`src/rtl/button_event_arbiter.sv`:
```
`default_nettype none
// ============================================================================
// Module      : button_event_arbiter
// Description : Four-channel button front end. Each channel is synchronised,
//               debounced and classified as a short or long press; the
//               resulting events are queued one-deep per channel and handed
//               to a single consumer through a round-robin valid/ready port.
// Revision    : 1.0 - initial release
// ============================================================================
module button_event_arbiter #(
  parameter logic [15:0] DEBOUNCE_CYCLES = 16'h000F,
  parameter logic [23:0] LONG_CYCLES     = 24'd1000
) (
  input  logic       clk,
  input  logic       reset,
  input  logic [3:0] buttonRaw,
  input  logic       event_ready,
  output logic       event_valid,
  output logic [1:0] event_id,
  output logic       event_long,
  output logic [3:0] overrun
);

  typedef enum logic [1:0] {
    ST_IDLE      = 2'd0,
    ST_HELD      = 2'd1,
    ST_LONG_DONE = 2'd2
  } press_state_t;

  localparam int c_NUM_CH = 4;

  // Per-channel press reports, one-cycle pulses from each channel FSM.
  logic [3:0] w_post;
  logic [3:0] w_post_long;

  // Event queue (one slot per channel) and arbiter state.
  logic [3:0] r_pending;
  logic [3:0] r_type;
  logic [3:0] r_overrun;
  logic [3:0] w_accept;
  logic       r_event_valid;
  logic [1:0] r_event_id;
  logic       r_event_long;
  logic [1:0] r_last;
  logic       w_found;
  logic [1:0] w_sel;

  genvar gi;
  generate
    for (gi = 0; gi < c_NUM_CH; gi++) begin : g_chan
      logic         r_sync0;
      logic         r_sync1;
      logic [15:0]  r_stab_cnt;
      logic         r_deb;
      logic [23:0]  r_hold_cnt;
      press_state_t r_state;
      logic         r_post;
      logic         r_post_long;
      logic         w_load;
      logic         w_rise;
      logic         w_fall;

      // The debounced level follows the synchronised input once it has been
      // stable long enough; rise/fall mark the edge on which it changes.
      assign w_load = (r_stab_cnt == DEBOUNCE_CYCLES);
      assign w_rise = w_load &  r_sync1 & ~r_deb;
      assign w_fall = w_load & ~r_sync1 &  r_deb;

      // Two-flop synchroniser plus stability counter and debounced level.
      // The counter parks at the threshold so a long stable level never
      // wraps around.
      always_ff @(posedge clk or posedge reset) begin
        if (reset) begin
          r_sync0    <= 1'b0;
          r_sync1    <= 1'b0;
          r_stab_cnt <= 16'd0;
          r_deb      <= 1'b0;
        end else begin
          r_sync0 <= buttonRaw[gi];
          r_sync1 <= r_sync0;
          if (r_sync0 != r_sync1) begin
            r_stab_cnt <= 16'd0;
          end else if (r_stab_cnt != DEBOUNCE_CYCLES) begin
            r_stab_cnt <= r_stab_cnt + 16'd1;
          end
          if (w_load) begin
            r_deb <= r_sync1;
          end
        end
      end

      // Press classifier: measures how long the debounced level stays high
      // and reports exactly one short or long event per press.
      always_ff @(posedge clk or posedge reset) begin
        if (reset) begin
          r_state     <= ST_IDLE;
          r_hold_cnt  <= 24'd0;
          r_post      <= 1'b0;
          r_post_long <= 1'b0;
        end else begin
          r_post      <= 1'b0;
          r_post_long <= 1'b0;
          case (r_state)
            ST_IDLE: begin
              if (w_rise) begin
                r_hold_cnt <= 24'd0;
                r_state    <= ST_HELD;
              end
            end
            ST_HELD: begin
              if (r_hold_cnt == LONG_CYCLES) begin
                r_post      <= 1'b1;
                r_post_long <= 1'b1;
                // A release coinciding with the long threshold needs no
                // further wait for a falling edge.
                r_state     <= w_fall ? ST_IDLE : ST_LONG_DONE;
              end else if (w_fall) begin
                r_post      <= 1'b1;
                r_post_long <= 1'b0;
                r_state     <= ST_IDLE;
              end else begin
                r_hold_cnt <= r_hold_cnt + 24'd1;
              end
            end
            ST_LONG_DONE: begin
              if (w_fall) begin
                r_state <= ST_IDLE;
              end
            end
            default: begin
              r_state <= ST_IDLE;
            end
          endcase
        end
      end

      assign w_post[gi]      = r_post;
      assign w_post_long[gi] = r_post_long;
    end
  endgenerate

  // Decode which channel's slot the consumer is emptying this cycle.
  always_comb begin
    w_accept = 4'b0000;
    if (r_event_valid && event_ready) begin
      w_accept[r_event_id] = 1'b1;
    end
  end

  // One-deep event slot per channel; a new report landing on a full slot
  // that is not being drained is dropped and flagged as overrun.
  always_ff @(posedge clk or posedge reset) begin
    if (reset) begin
      r_pending <= 4'b0000;
      r_type    <= 4'b0000;
      r_overrun <= 4'b0000;
    end else begin
      for (int i = 0; i < c_NUM_CH; i++) begin
        if (w_post[i]) begin
          if (r_pending[i] && !w_accept[i]) begin
            r_overrun[i] <= 1'b1;
          end else begin
            r_pending[i] <= 1'b1;
            r_type[i]    <= w_post_long[i];
          end
        end else if (w_accept[i]) begin
          r_pending[i] <= 1'b0;
        end
      end
    end
  end

  // Round-robin search starting just after the last granted channel.
  always_comb begin
    logic [1:0] w_idx;
    w_found = 1'b0;
    w_sel   = 2'd0;
    w_idx   = 2'd0;
    for (int k = 1; k <= c_NUM_CH; k++) begin
      w_idx = r_last + k[1:0];
      if (!w_found && r_pending[w_idx]) begin
        w_found = 1'b1;
        w_sel   = w_idx;
      end
    end
  end

  // Output register: holds the presented event until accepted, then leaves
  // one idle cycle before the next grant so the slot clear is visible.
  always_ff @(posedge clk or posedge reset) begin
    if (reset) begin
      r_event_valid <= 1'b0;
      r_event_id    <= 2'd0;
      r_event_long  <= 1'b0;
      r_last        <= 2'd3;
    end else if (r_event_valid) begin
      if (event_ready) begin
        r_event_valid <= 1'b0;
      end
    end else if (w_found) begin
      r_event_valid <= 1'b1;
      r_event_id    <= w_sel;
      r_event_long  <= r_type[w_sel];
      r_last        <= w_sel;
    end
  end

  assign event_valid = r_event_valid;
  assign event_id    = r_event_id;
  assign event_long  = r_event_long;
  assign overrun     = r_overrun;

endmodule
`default_nettype wire

```
`config.mk`:
```
export PLATFORM = sky130hd
export DESIGN_NAME = button_event_arbiter
export DESIGN_NICKNAME = d
export VERILOG_FILES = /design/src/rtl/button_event_arbiter.sv
export SDC_FILE = /design/constraint.sdc
export NUM_CORES = 1
export LEC_CHECK = 0
export CAP_MARGIN = 0
export CORE_MARGIN = 2
export CORE_UTILIZATION = 34
export DETAILED_ROUTE_END_ITERATION = 8
export PLACE_DENSITY = 0.54
export SYNTH_ARGS = -nofsm -noshare
export SYNTH_HDL_FRONTEND = slang
export SYNTH_SLANG_ARGS = --single-unit
```
`constraint.sdc`:
```
create_clock -name clk -period 11 [get_ports clk]
set_input_delay 3.3 -clock clk [delete_from_list [all_inputs] [get_ports clk]]
set_output_delay 3.3 -clock clk [all_outputs]
set_load 0.1 [all_outputs]
```
==> run_results.csv, run 1 <==
group,metric,value,unit
status,run_status,"finished, final reports clean",
logic_synthesis,yosys.area.top_type_share,48.1,%
timing,final-hold-violation-count,0,
worst_setup_path,critPathSlowestCell,"sky130_fd_sc_hd__clkdlybuf4s50_1",
route,total_via_count_in_the_routed_design,8373,
worst_setup_path,critical_path.n_buffers_inverters,1,
grt,grt_max_degree,139,
worst_setup_path,cp_data_required_time,7700,ps
logic_synthesis,syn_warnings,0,
logic_synthesis,synth_top_cells_by_area,"sky130_fd_sc_hd__dfrtp_1 (48%), sky130_fd_sc_hd__nand4_1 (3.7%), sky130_fd_sc_hd__nand2_1 (3.5%), sky130_fd_sc_hd__nor2_1 (3.2%), sky130_fd_sc_hd__a21oi_1 (3.0%)",
logic_synthesis,async_reset_ff_share,100,%
route,remaining_drc_errors,0,
timing,max_clock_freq,0.184,GHz
placed_design,place.detailed.hpwl,15000,µm
logic_synthesis,total_standard_cell_area_after_synthesis,10600,µm²
route,totalWireLength,23000,µm
placed_design,gpl.final_weighted_congestion,0.770,
clocking,cts.reportedPaths.clkPinSlew,60,ps
logic_synthesis,synth-edff-count,0,
worst_setup_path,critical_path.cell_chain,"clkdlybuf4s50_1",
die,initial_utilization,34.6,%
cells_and_area,inserted_diodes,0,
timing,slew_viol_final,0,
grt,first_pass_grt_wire_length,40200,µm
logic_synthesis,postSynth.topFlopCell,"sky130_fd_sc_hd__dfrtp_1",
clocking,clk_tree_root_cell,"sky130_fd_sc_hd__clkbuf_16",
cells_and_area,largest-register,"g_chan.r_hold_cnt",
die,fp.dieH,181,µm
clocking,clock_tree.htree_level_count,1,
hold_path,hold_path.class,"flip-flop to flip-flop",
placed_design,portBuffers,14,
grt,grt_antenna_before_repair,0,
cells_and_area,most-common-layout-cells,"sky130_fd_sc_hd__dfrtp_1 (204), sky130_fd_sc_hd__nand2_1 (99), sky130_fd_sc_hd__nor2_1 (91)",
clocking,clkLatencyLatePin,540,ps
grt,gr-usage-all-layers,14.3,%
logic_synthesis,synth_cell_type_count,57,
grt,grt-ovfl-total,0,
worst_setup_path,critical-path-top-delay-family,"buffers and inverters",
grt,vias_in_the_first_global_route,8143,
die,die_width,181,µm
logic_synthesis,synthCells,1114,
logic_synthesis,synth_area_per_cell,9.53,µm²
cells_and_area,layout-area-overhead-vs-synth,12.8,%
route,first_iter_violations,444,
timing,grt_setup_unrepaired,"no",
clocking,sinks_on_the_clock_net,206,
worst_setup_path,critical_path.max_fanout,7,
pwr,power_density,153,nW/µm²
die,coreArea,30700,µm²
die,boundaryPins,15,
route,routed_wire_length_per_instance,15.0,µm
cells_and_area,drive_above_1_share,7.33,%
cells_and_area,max_ffs_per_register,96,
timing,tightest_slew,1200,ps
pwr,reported_leakage_power,4.79,nW
worst_setup_path,setup.worst_path.end_class,"primary output",
timing,fin_tns_setup,0,ps
worst_setup_path,timing.setup.critical_path_class,"flip-flop to primary output",
route,drt_pass1_iterations,5,
cells_and_area,mostFrequentLayoutCell,"sky130_fd_sc_hd__dfrtp_1",
clocking,cts-resized-gates,0,
route,drt.antenna.violating_nets,0,
route,via_per_inst,5.48,
die,core.rowCount,64,
cells_and_area,nets,1133,
timing,timing.max_slew.rel_slack,19.6,%
flow_run,max-cap-violations,0,
pwr,post-layout-total-power,0.00183,W
logic_synthesis,synth.ff_latch_count,206,
pwr,ir_drop,0.0921,mV
timing,finalClockSkew,11.7,ps
logic_synthesis,synth.largest_area_cell,"sky130_fd_sc_hd__dfrtp_1",
logic_synthesis,synthesis.nets,1133,
timing,final.min_clock_period,5450,ps
worst_setup_path,critical_path.max_stage_delay,1180,ps
logic_synthesis,ys_seq_area_share,48.6,%
worst_setup_path,cp.arrival,2150,ps
timing,final_min_period_over_clock_period,49.5,%
die,die_area,32600,µm²
clocking,cts_buffers,25,
worst_setup_path,cp-start-kind,"flip-flop",
clocking,post_cts.repair.setup_buffers,0,
timing,setup_viol,0,
cells_and_area,reg.largest.list,"g_chan.r_hold_cnt x96, g_chan.r_stab_cnt x64, g_chan.r_state x8",
clocking,max-clock-path-buffers,3,
clocking,tritoncts_clock_tree,"done",
clocking,cts_hold_buf,0,
==> cells by family after synthesis <==
kind of cell               Yosys count  synth area share [%]
AOI/OAI and AO/OA                  208                  12.7
xor gates and xnor gates            53                  4.37
adders and majority gates           12                  1.41
buffers and inverters               80                  3.42
DFF                                206                  48.6
muxes                               23                  2.26
and+or+nand+nor                    532                  27.3
==> routing by layer <==
layer | share of wire, % | track usage, % | vias up
met5 | 0 | 0 | -
met4 | 1.6 | 3.29 | 0
met3 | 3.3 | 2.06 | 26
met2 | 47 | 23.7 | 101
met1 | 49 | 19.8 | 4105
li1 | - | - | 4141
==> layout make-up <==
| cell class | instances | area, µm² |
|---|---|---|
| clock buffers | 32 | 712 |
| repair buffers | 20 | 185 |
| fillers | 3017 | 18700 |
| flip-flops and latches | 206 | 5160 |
| clock inverters | 14 | 188 |
| multi-input cells | 828 | 5100 |
| inverters | 33 | 131 |
| well taps | 396 | 495 |
==> per-stage QoR <==
step | setup WS (ps) | cells | hold WS (ps) | area [µm²] | util, %
after floorplan | 2080 | 1114 | 372 | 10600 | -
after global placement | 5410 | 1483 | 377 | 11100 | 36.1
after detailed placement | 5410 | 1483 | 379 | 11100 | 36.1
after CTS | 5490 | 1529 | 392 | 12000 | 39.0
after global routing | 5480 | 1529 | 400 | 12000 | 39.0
final | 5550 | 1529 | 389 | 12000 | 39.0
==> power breakdown <==
part           switching [W]  internal, W
clock network       0.000335     0.000552
logic              0.0000938    0.0000405
registers          0.0000253     0.000781
total               0.000454      0.00137
==> synth_stat cells, types with 6 or more instances <==
library cell               instances
sky130_fd_sc_hd__dfrtp_1         204
sky130_fd_sc_hd__nand2_1          99
sky130_fd_sc_hd__nor2_1           91
sky130_fd_sc_hd__a21oi_1          63
sky130_fd_sc_hd__nand4_1          62
sky130_fd_sc_hd__nand3_1          57
sky130_fd_sc_hd__o21ai_0          47
sky130_fd_sc_hd__or3_1            41
sky130_fd_sc_hd__nor4_1           40
sky130_fd_sc_hd__o31ai_1          35
sky130_fd_sc_hd__inv_1            33
sky130_fd_sc_hd__xor2_1           30
sky130_fd_sc_hd__o211ai_1         28
sky130_fd_sc_hd__and3_1           26
sky130_fd_sc_hd__or4_1            26
sky130_fd_sc_hd__clkbuf_1         25
sky130_fd_sc_hd__xnor2_1          23
sky130_fd_sc_hd__nor3_1           21
sky130_fd_sc_hd__mux2i_1          15
sky130_fd_sc_hd__nand2b_1         13
sky130_fd_sc_hd__ha_1             12
sky130_fd_sc_hd__and4_1           11
sky130_fd_sc_hd__nor2b_1          10
sky130_fd_sc_hd__and2_1            9
sky130_fd_sc_hd__mux2_2            8
sky130_fd_sc_hd__nor4b_1           7
sky130_fd_sc_hd__buf_2             6
==> worst paths after layout <==
check                                         start                 endpoint  slack [ps]  depth (start not counted)
min                               g_chan[3].r_sync0        g_chan[3].r_sync1         390                          0
min reg2reg                       g_chan[3].r_sync0        g_chan[3].r_sync1         390                          0
max reg2reg                g_chan[1].r_stab_cnt[12]  g_chan[1].r_hold_cnt[1]        8250                          6
max                                     event_valid              event_valid        5550                          1
max in group asynchronous                     reset  g_chan[0].r_stab_cnt[1]        6090                          3
min in group asynchronous                     reset        g_chan[0].r_sync0        3360                          2
No activity file was read; power rests on OpenSTA's default activity.
==> inputs of run 2 (changes only) <==
PLACE_DENSITY = 0.56   (was 0.54)
clock period = 4.7 ns   (was 11 ns; I/O delays follow)
==> run 2 against run 1 <==
Clock power is 100% higher. Power rose by 120%. Register-to-register slack lost 6400 ps. Combinational power rose by 140%. Die area stayed put.
==> run_results.csv, run 2 (synthesized netlist as in run 1, its figures left out) <==
group,metric,value,unit
worst_setup_path,critical_path.max_stage_delay,1210,ps
grt,grt_antenna_before_repair,0,
die,initial_utilization,34.6,%
grt,grt_max_degree,78,
flow_run,max-cap-violations,0,
worst_setup_path,critical_path.cell_chain,"clkdlybuf4s50_1",
worst_setup_path,critical_path.max_fanout,7,
worst_setup_path,setup.worst_path.end_class,"primary output",
timing,tightest_slew,1200,ps
placed_design,preCtsSetupSlack,1640,ps
timing,fin_tns_setup,0,ps
timing,final_min_period_over_clock_period,76.6,%
worst_setup_path,cp-start-kind,"flip-flop",
route,remaining_drc_errors,0,
timing,slew_viol_final,0,
clocking,clkLatencyLatePin,520,ps
clocking,max-clock-path-buffers,3,
die,die_area,32600,µm²
die,boundaryPins,15,
die,fp.dieH,181,µm
timing,postLayoutSetupSlackWorst,1100,ps
grt,first_pass_grt_wire_length,39600,µm
worst_setup_path,timing.setup.critical_path_class,"flip-flop to primary output",
worst_setup_path,critical-path-top-delay-family,"buffers and inverters",
clocking,cts-resized-gates,0,
timing,final-hold-violation-count,0,
placed_design,gpl.final_weighted_congestion,0.779,
route,first_iter_violations,376,
grt,vias_in_the_first_global_route,8007,
timing,setup_viol,0,
pwr,ir_drop,0.186,mV
timing,timing.max_slew.rel_slack,19.9,%
cells_and_area,layout-area-overhead-vs-synth,11.8,%
worst_setup_path,cp_data_required_time,3290,ps
status,run_status,"finished, final reports clean",
route,routed_wire_length_per_instance,14.7,µm
clocking,clock_tree.htree_level_count,1,
placed_design,portBuffers,14,
cells_and_area,fillerInstances,3020,
cells_and_area,inserted_diodes,0,
clocking,cts.reportedPaths.clkPinSlew,60,ps
worst_setup_path,critPathSlowestCell,"sky130_fd_sc_hd__clkdlybuf4s50_1",
die,coreArea,30700,µm²
cells_and_area,max_ffs_per_register,96,
clocking,cts_buffers,23,
timing,max_clock_freq,0.278,GHz
pwr,reported_leakage_power,4.74,nW
clocking,tritoncts_clock_tree,"done",
cells_and_area,nets,1133,
clocking,sinks_on_the_clock_net,206,
cells_and_area,drive_above_1_share,7.07,%
placed_design,place.detailed.hpwl,14900,µm
timing,finalClockSkew,18.1,ps
route,drt.antenna.violating_nets,0,
clocking,post_cts.repair.setup_buffers,0,
cells_and_area,most-common-layout-cells,"sky130_fd_sc_hd__dfrtp_1 (204), sky130_fd_sc_hd__nand2_1 (99), sky130_fd_sc_hd__nor2_1 (91)",
cells_and_area,mostFrequentLayoutCell,"sky130_fd_sc_hd__dfrtp_1",
route,via_per_inst,5.51,
grt,grt-ovfl-total,0,
die,core.rowCount,64,
timing,grt_setup_unrepaired,"no",
die,die_width,181,µm
worst_setup_path,cp.arrival,2190,ps
pwr,power_density,337,nW/µm²
route,totalWireLength,22500,µm
grt,gr-usage-all-layers,14.0,%
cells_and_area,reg.largest.list,"g_chan.r_hold_cnt x96, g_chan.r_stab_cnt x64, g_chan.r_state x8",
route,drt_pass1_iterations,6,
hold_path,hold_path.class,"flip-flop to flip-flop",
timing,final.min_clock_period,3600,ps
cells_and_area,largest-register,"g_chan.r_hold_cnt",
route,total_via_count_in_the_routed_design,8412,
clocking,cts_hold_buf,0,
clocking,clk_tree_root_cell,"sky130_fd_sc_hd__clkbuf_16",
pwr,post-layout-total-power,0.00400,W
worst_setup_path,critical_path.n_buffers_inverters,1,
## run 2: power by group
group          internal [W]  switching, W
clock network       0.00106      0.000732
registers           0.00183     0.0000610
logic             0.0000983      0.000219
total               0.00299       0.00101
## run 2: per-layer routing
metal	vias to the layer above	track usage [%]	wire [µm]
met5	-	0	0
met1	4151	20.0	11100
li1	4141	-	-
met2	96	22.3	10200
met3	24	2.30	822
met4	0	3.35	357
## run 2: through the flow
| step | util (%) | cells | hold WS (ps) | instance area [µm²] |
|---|---|---|---|---|
| after global placement | 36.2 | 1485 | 376 | 11100 |
| after detailed placement | 36.2 | 1485 | 380 | 11100 |
| after CTS | 38.7 | 1527 | 394 | 11900 |
| after global routing | 38.7 | 1527 | 412 | 11900 |
| final | 38.7 | 1527 | 394 | 11900 |
| after floorplan | - | 1114 | 372 | 10600 |
## run 2: path summary, 6_finish.rpt
| kind | startpoint | to | slack (ps) | cells past startpoint |
|---|---|---|---|---|
| max | event_valid | event_valid | 1100 | 1 |
| min | g_chan[0].r_sync0 | g_chan[0].r_sync1 | 390 | 0 |
| max reg2reg | g_chan[1].r_stab_cnt[11] | g_chan[1].r_hold_cnt[1] | 1870 | 6 |
| min reg2reg | g_chan[0].r_sync0 | g_chan[0].r_sync1 | 390 | 0 |
| max in group asynchronous | reset | g_chan[0].r_hold_cnt[23] | 2510 | 3 |
| min in group asynchronous | reset | g_chan[1].r_stab_cnt[12] | 1340 | 2 |
## run 2: area by class of cell
| class | count | area, µm² | area share [%] |
|---|---|---|---|
| Timing Repair Buffer | 22 | 225 | 1.90 |
| Clock buffer | 32 | 679 | 5.73 |
| Sequential cell | 206 | 5160 | 43.5 |
| Inverter | 33 | 128 | 1.08 |
| Tap cell | 396 | 495 | 4.18 |
| Clock inverter | 10 | 81.3 | 0.685 |
| Multi-Input combinational cell | 828 | 5100 | 43.0 |
==> inputs of run 3 (changes only) <==
PLACE_DENSITY = 0.54   (was 0.56)
clock period = 3.6 ns   (was 4.7 ns; I/O delays follow)
==> run 3 against run 2 <==
Clock skew grew 4.0 ps. Critical path type unchanged. Sequential power grew 30%. Critical endpoint unchanged. Via count grew 0.30%. Critical path depth is the same. Setup slack gained 76 ps. Sequential cell count is the same.
==> run_results.csv, run 3 (synthesized netlist as in run 1, its figures left out) <==
group,metric,value,unit
status,run_status,"finished, final reports clean",
cells_and_area,mostFrequentLayoutCell,"sky130_fd_sc_hd__dfrtp_1",
worst_setup_path,crit_path_end,"event_valid",
clocking,clk_tree_root_cell,"sky130_fd_sc_hd__clkbuf_16",
worst_setup_path,setup.worst_path.end_class,"primary output",
worst_setup_path,critical-path-top-delay-family,"flip-flops",
clocking,max-clock-path-buffers,3,
grt,gr-usage-all-layers,14.6,%
die,die_width,181,µm
route,via_per_inst,5.47,
grt,grt-ovfl-total,0,
cells_and_area,max_ffs_per_register,96,
timing,timing.max_slew.rel_slack,19.4,%
timing,final.hold.worst_slack,403,ps
worst_setup_path,timing.setup.critical_path_class,"flip-flop to primary output",
die,die_area,32600,µm²
route,drt_pass1_iterations,5,
worst_setup_path,setup.worst_path.start,"event_valid",
cells_and_area,stdcell_area,12100,µm²
cells_and_area,layout-area-overhead-vs-synth,14.0,%
clocking,clock_tree.htree_level_count,1,
die,core.rowCount,64,
timing,final-hold-violation-count,0,
worst_setup_path,critical_path.max_stage_delay,450,ps
cells_and_area,reg.largest.list,"g_chan.r_hold_cnt x96, g_chan.r_stab_cnt x64, g_chan.r_state x8",
worst_setup_path,critPathSlowestCell,"sky130_fd_sc_hd__dfrtp_1",
worst_setup_path,cp-start-kind,"flip-flop",
placed_design,gpl.final_weighted_congestion,0.809,
route,remaining_drc_errors,0,
die,boundaryPins,15,
worst_setup_path,cp_data_required_time,2520,ps
clocking,cts_hold_buf,0,
placed_design,place.detailed.hpwl,15600,µm
hold_path,hold_path.class,"flip-flop to flip-flop",
clocking,sinks_on_the_clock_net,206,
worst_setup_path,r2r_cells,8,
worst_setup_path,crit_cells,1,
timing,tightest_slew,1210,ps
grt,first_pass_grt_wire_length,41000,µm
die,initial_utilization,34.6,%
placed_design,dpl_cell_area,11200,µm²
cells_and_area,drive_above_1_share,8.90,%
clocking,tritoncts_clock_tree,"done",
pwr,reported_leakage_power,4.87,nW
clocking,post_cts.repair.setup_buffers,0,
grt,grt_antenna_before_repair,0,
route,drt.antenna.violating_nets,0,
clocking,cts.reportedPaths.clkPinSlew,60,ps
cells_and_area,final_cell_count_no_fill,1542,
cells_and_area,most-common-layout-cells,"sky130_fd_sc_hd__dfrtp_1 (204), sky130_fd_sc_hd__nand2_1 (99), sky130_fd_sc_hd__nor2_1 (91)",
die,coreArea,30700,µm²
pwr,ir_drop,0.342,mV
clocking,cts-resized-gates,0,
worst_setup_path,critical_path.n_buffers_inverters,1,
placed_design,placedCellCount,1495,
die,fp.dieH,181,µm
worst_setup_path,reg2reg_to,"g_chan[3].r_hold_cnt[13]",
timing,final.min_clock_period,2420,ps
grt,vias_in_the_first_global_route,8248,
timing,grt_setup_unrepaired,"no",
route,routed_wire_length_per_instance,15.1,µm
worst_setup_path,rrSetupSlack,1240,ps
placed_design,portBuffers,14,
timing,setup_viol,0,
clocking,clkLatencyLatePin,540,ps
cells_and_area,nets,1146,
route,totalWireLength,23200,µm
timing,max_clock_freq,0.413,GHz
pwr,power_density,467,nW/µm²
route,first_iter_violations,479,
timing,finalClockSkew,22.1,ps
route,total_via_count_in_the_routed_design,8437,
cells_and_area,largest-register,"g_chan.r_hold_cnt",
hold_path,timing.hold.worst.start,"g_chan[0].r_sync0",
timing,final_min_period_over_clock_period,67.3,%
clocking,cts_buffers,26,
cells_and_area,inserted_diodes,0,
worst_setup_path,critical_path.cell_chain,"buf_4",
grt,grt_max_degree,46,
worst_setup_path,critical_path.max_fanout,7,
timing,slew_viol_final,0,
worst_setup_path,critical_path.reg2reg.startpoint,"g_chan[3].r_hold_cnt[0]",
flow_run,max-cap-violations,0,
worst_setup_path,cp.arrival,1340,ps
-- run 3: stage by stage --
stage                     TNS, ps  utilization, %  worst slack [ps]  power [W]
after floorplan            -30730               -              -151    0.00280
after CTS                       0            39.5              1150    0.00574
final                           0            39.5              1180    0.00565
after global placement          0            36.5              1100    0.00292
after global routing            0            39.5              1030    0.00591
after detailed placement        0            36.5              1090    0.00293
-- run 3: worst register-to-register path: cells and delay by family, from the launching register on --
family,cells,cell delay [ps]
AOI/OAI and AO/OA,3,530
buffers and inverters,2,510
DFF,1,420
and+or+nand+nor,2,640
adders and majority gates,1,150
-- run 3: cell type report --
| cell class | count | area [µm²] |
|---|---|---|
| fill | 3001 | 18600 |
| sequential | 206 | 5160 |
| multi-input combinational | 828 | 5100 |
| clock buffer | 30 | 676 |
| tap | 396 | 495 |
| timing repair buffer | 32 | 305 |
| clock inverter | 17 | 240 |
| inverter | 33 | 128 |
-- run 3: how the worst min path moves through the flow --
stage | end | slack (ps) | cells after the start
5_1_grt | g_chan[1].r_sync1 | 410 | 0
3_3_place_gp | g_chan[0].r_sync1 | 380 | 0
2_1_floorplan | g_chan[0].r_sync1 | 370 | 0
6_report | g_chan[0].r_sync1 | 400 | 0
3_5_place_dp | g_chan[1].r_sync1 | 380 | 0
4_1_cts | g_chan[0].r_sync1 | 400 | 0
-- run 3: report_power, final --
part / total, W / switching (W) / internal, W
clock network: 0.00278 / 0.00107 / 0.00171
logic: 0.000411 / 0.000283 / 0.000129
registers: 0.00246 / 0.0000788 / 0.00239
total: 0.00565 / 0.00143 / 0.00423
-- run 3: routing by layer --
layer | GRT usage, % | part of all wire (%) | vias up
li1 | - | - | 4179
met5 | 0 | 0 | -
met1 | 20.0 | 48 | 4120
met2 | 24.2 | 47 | 103
met4 | 4.16 | 2.0 | 0
met3 | 2.00 | 3.1 | 35
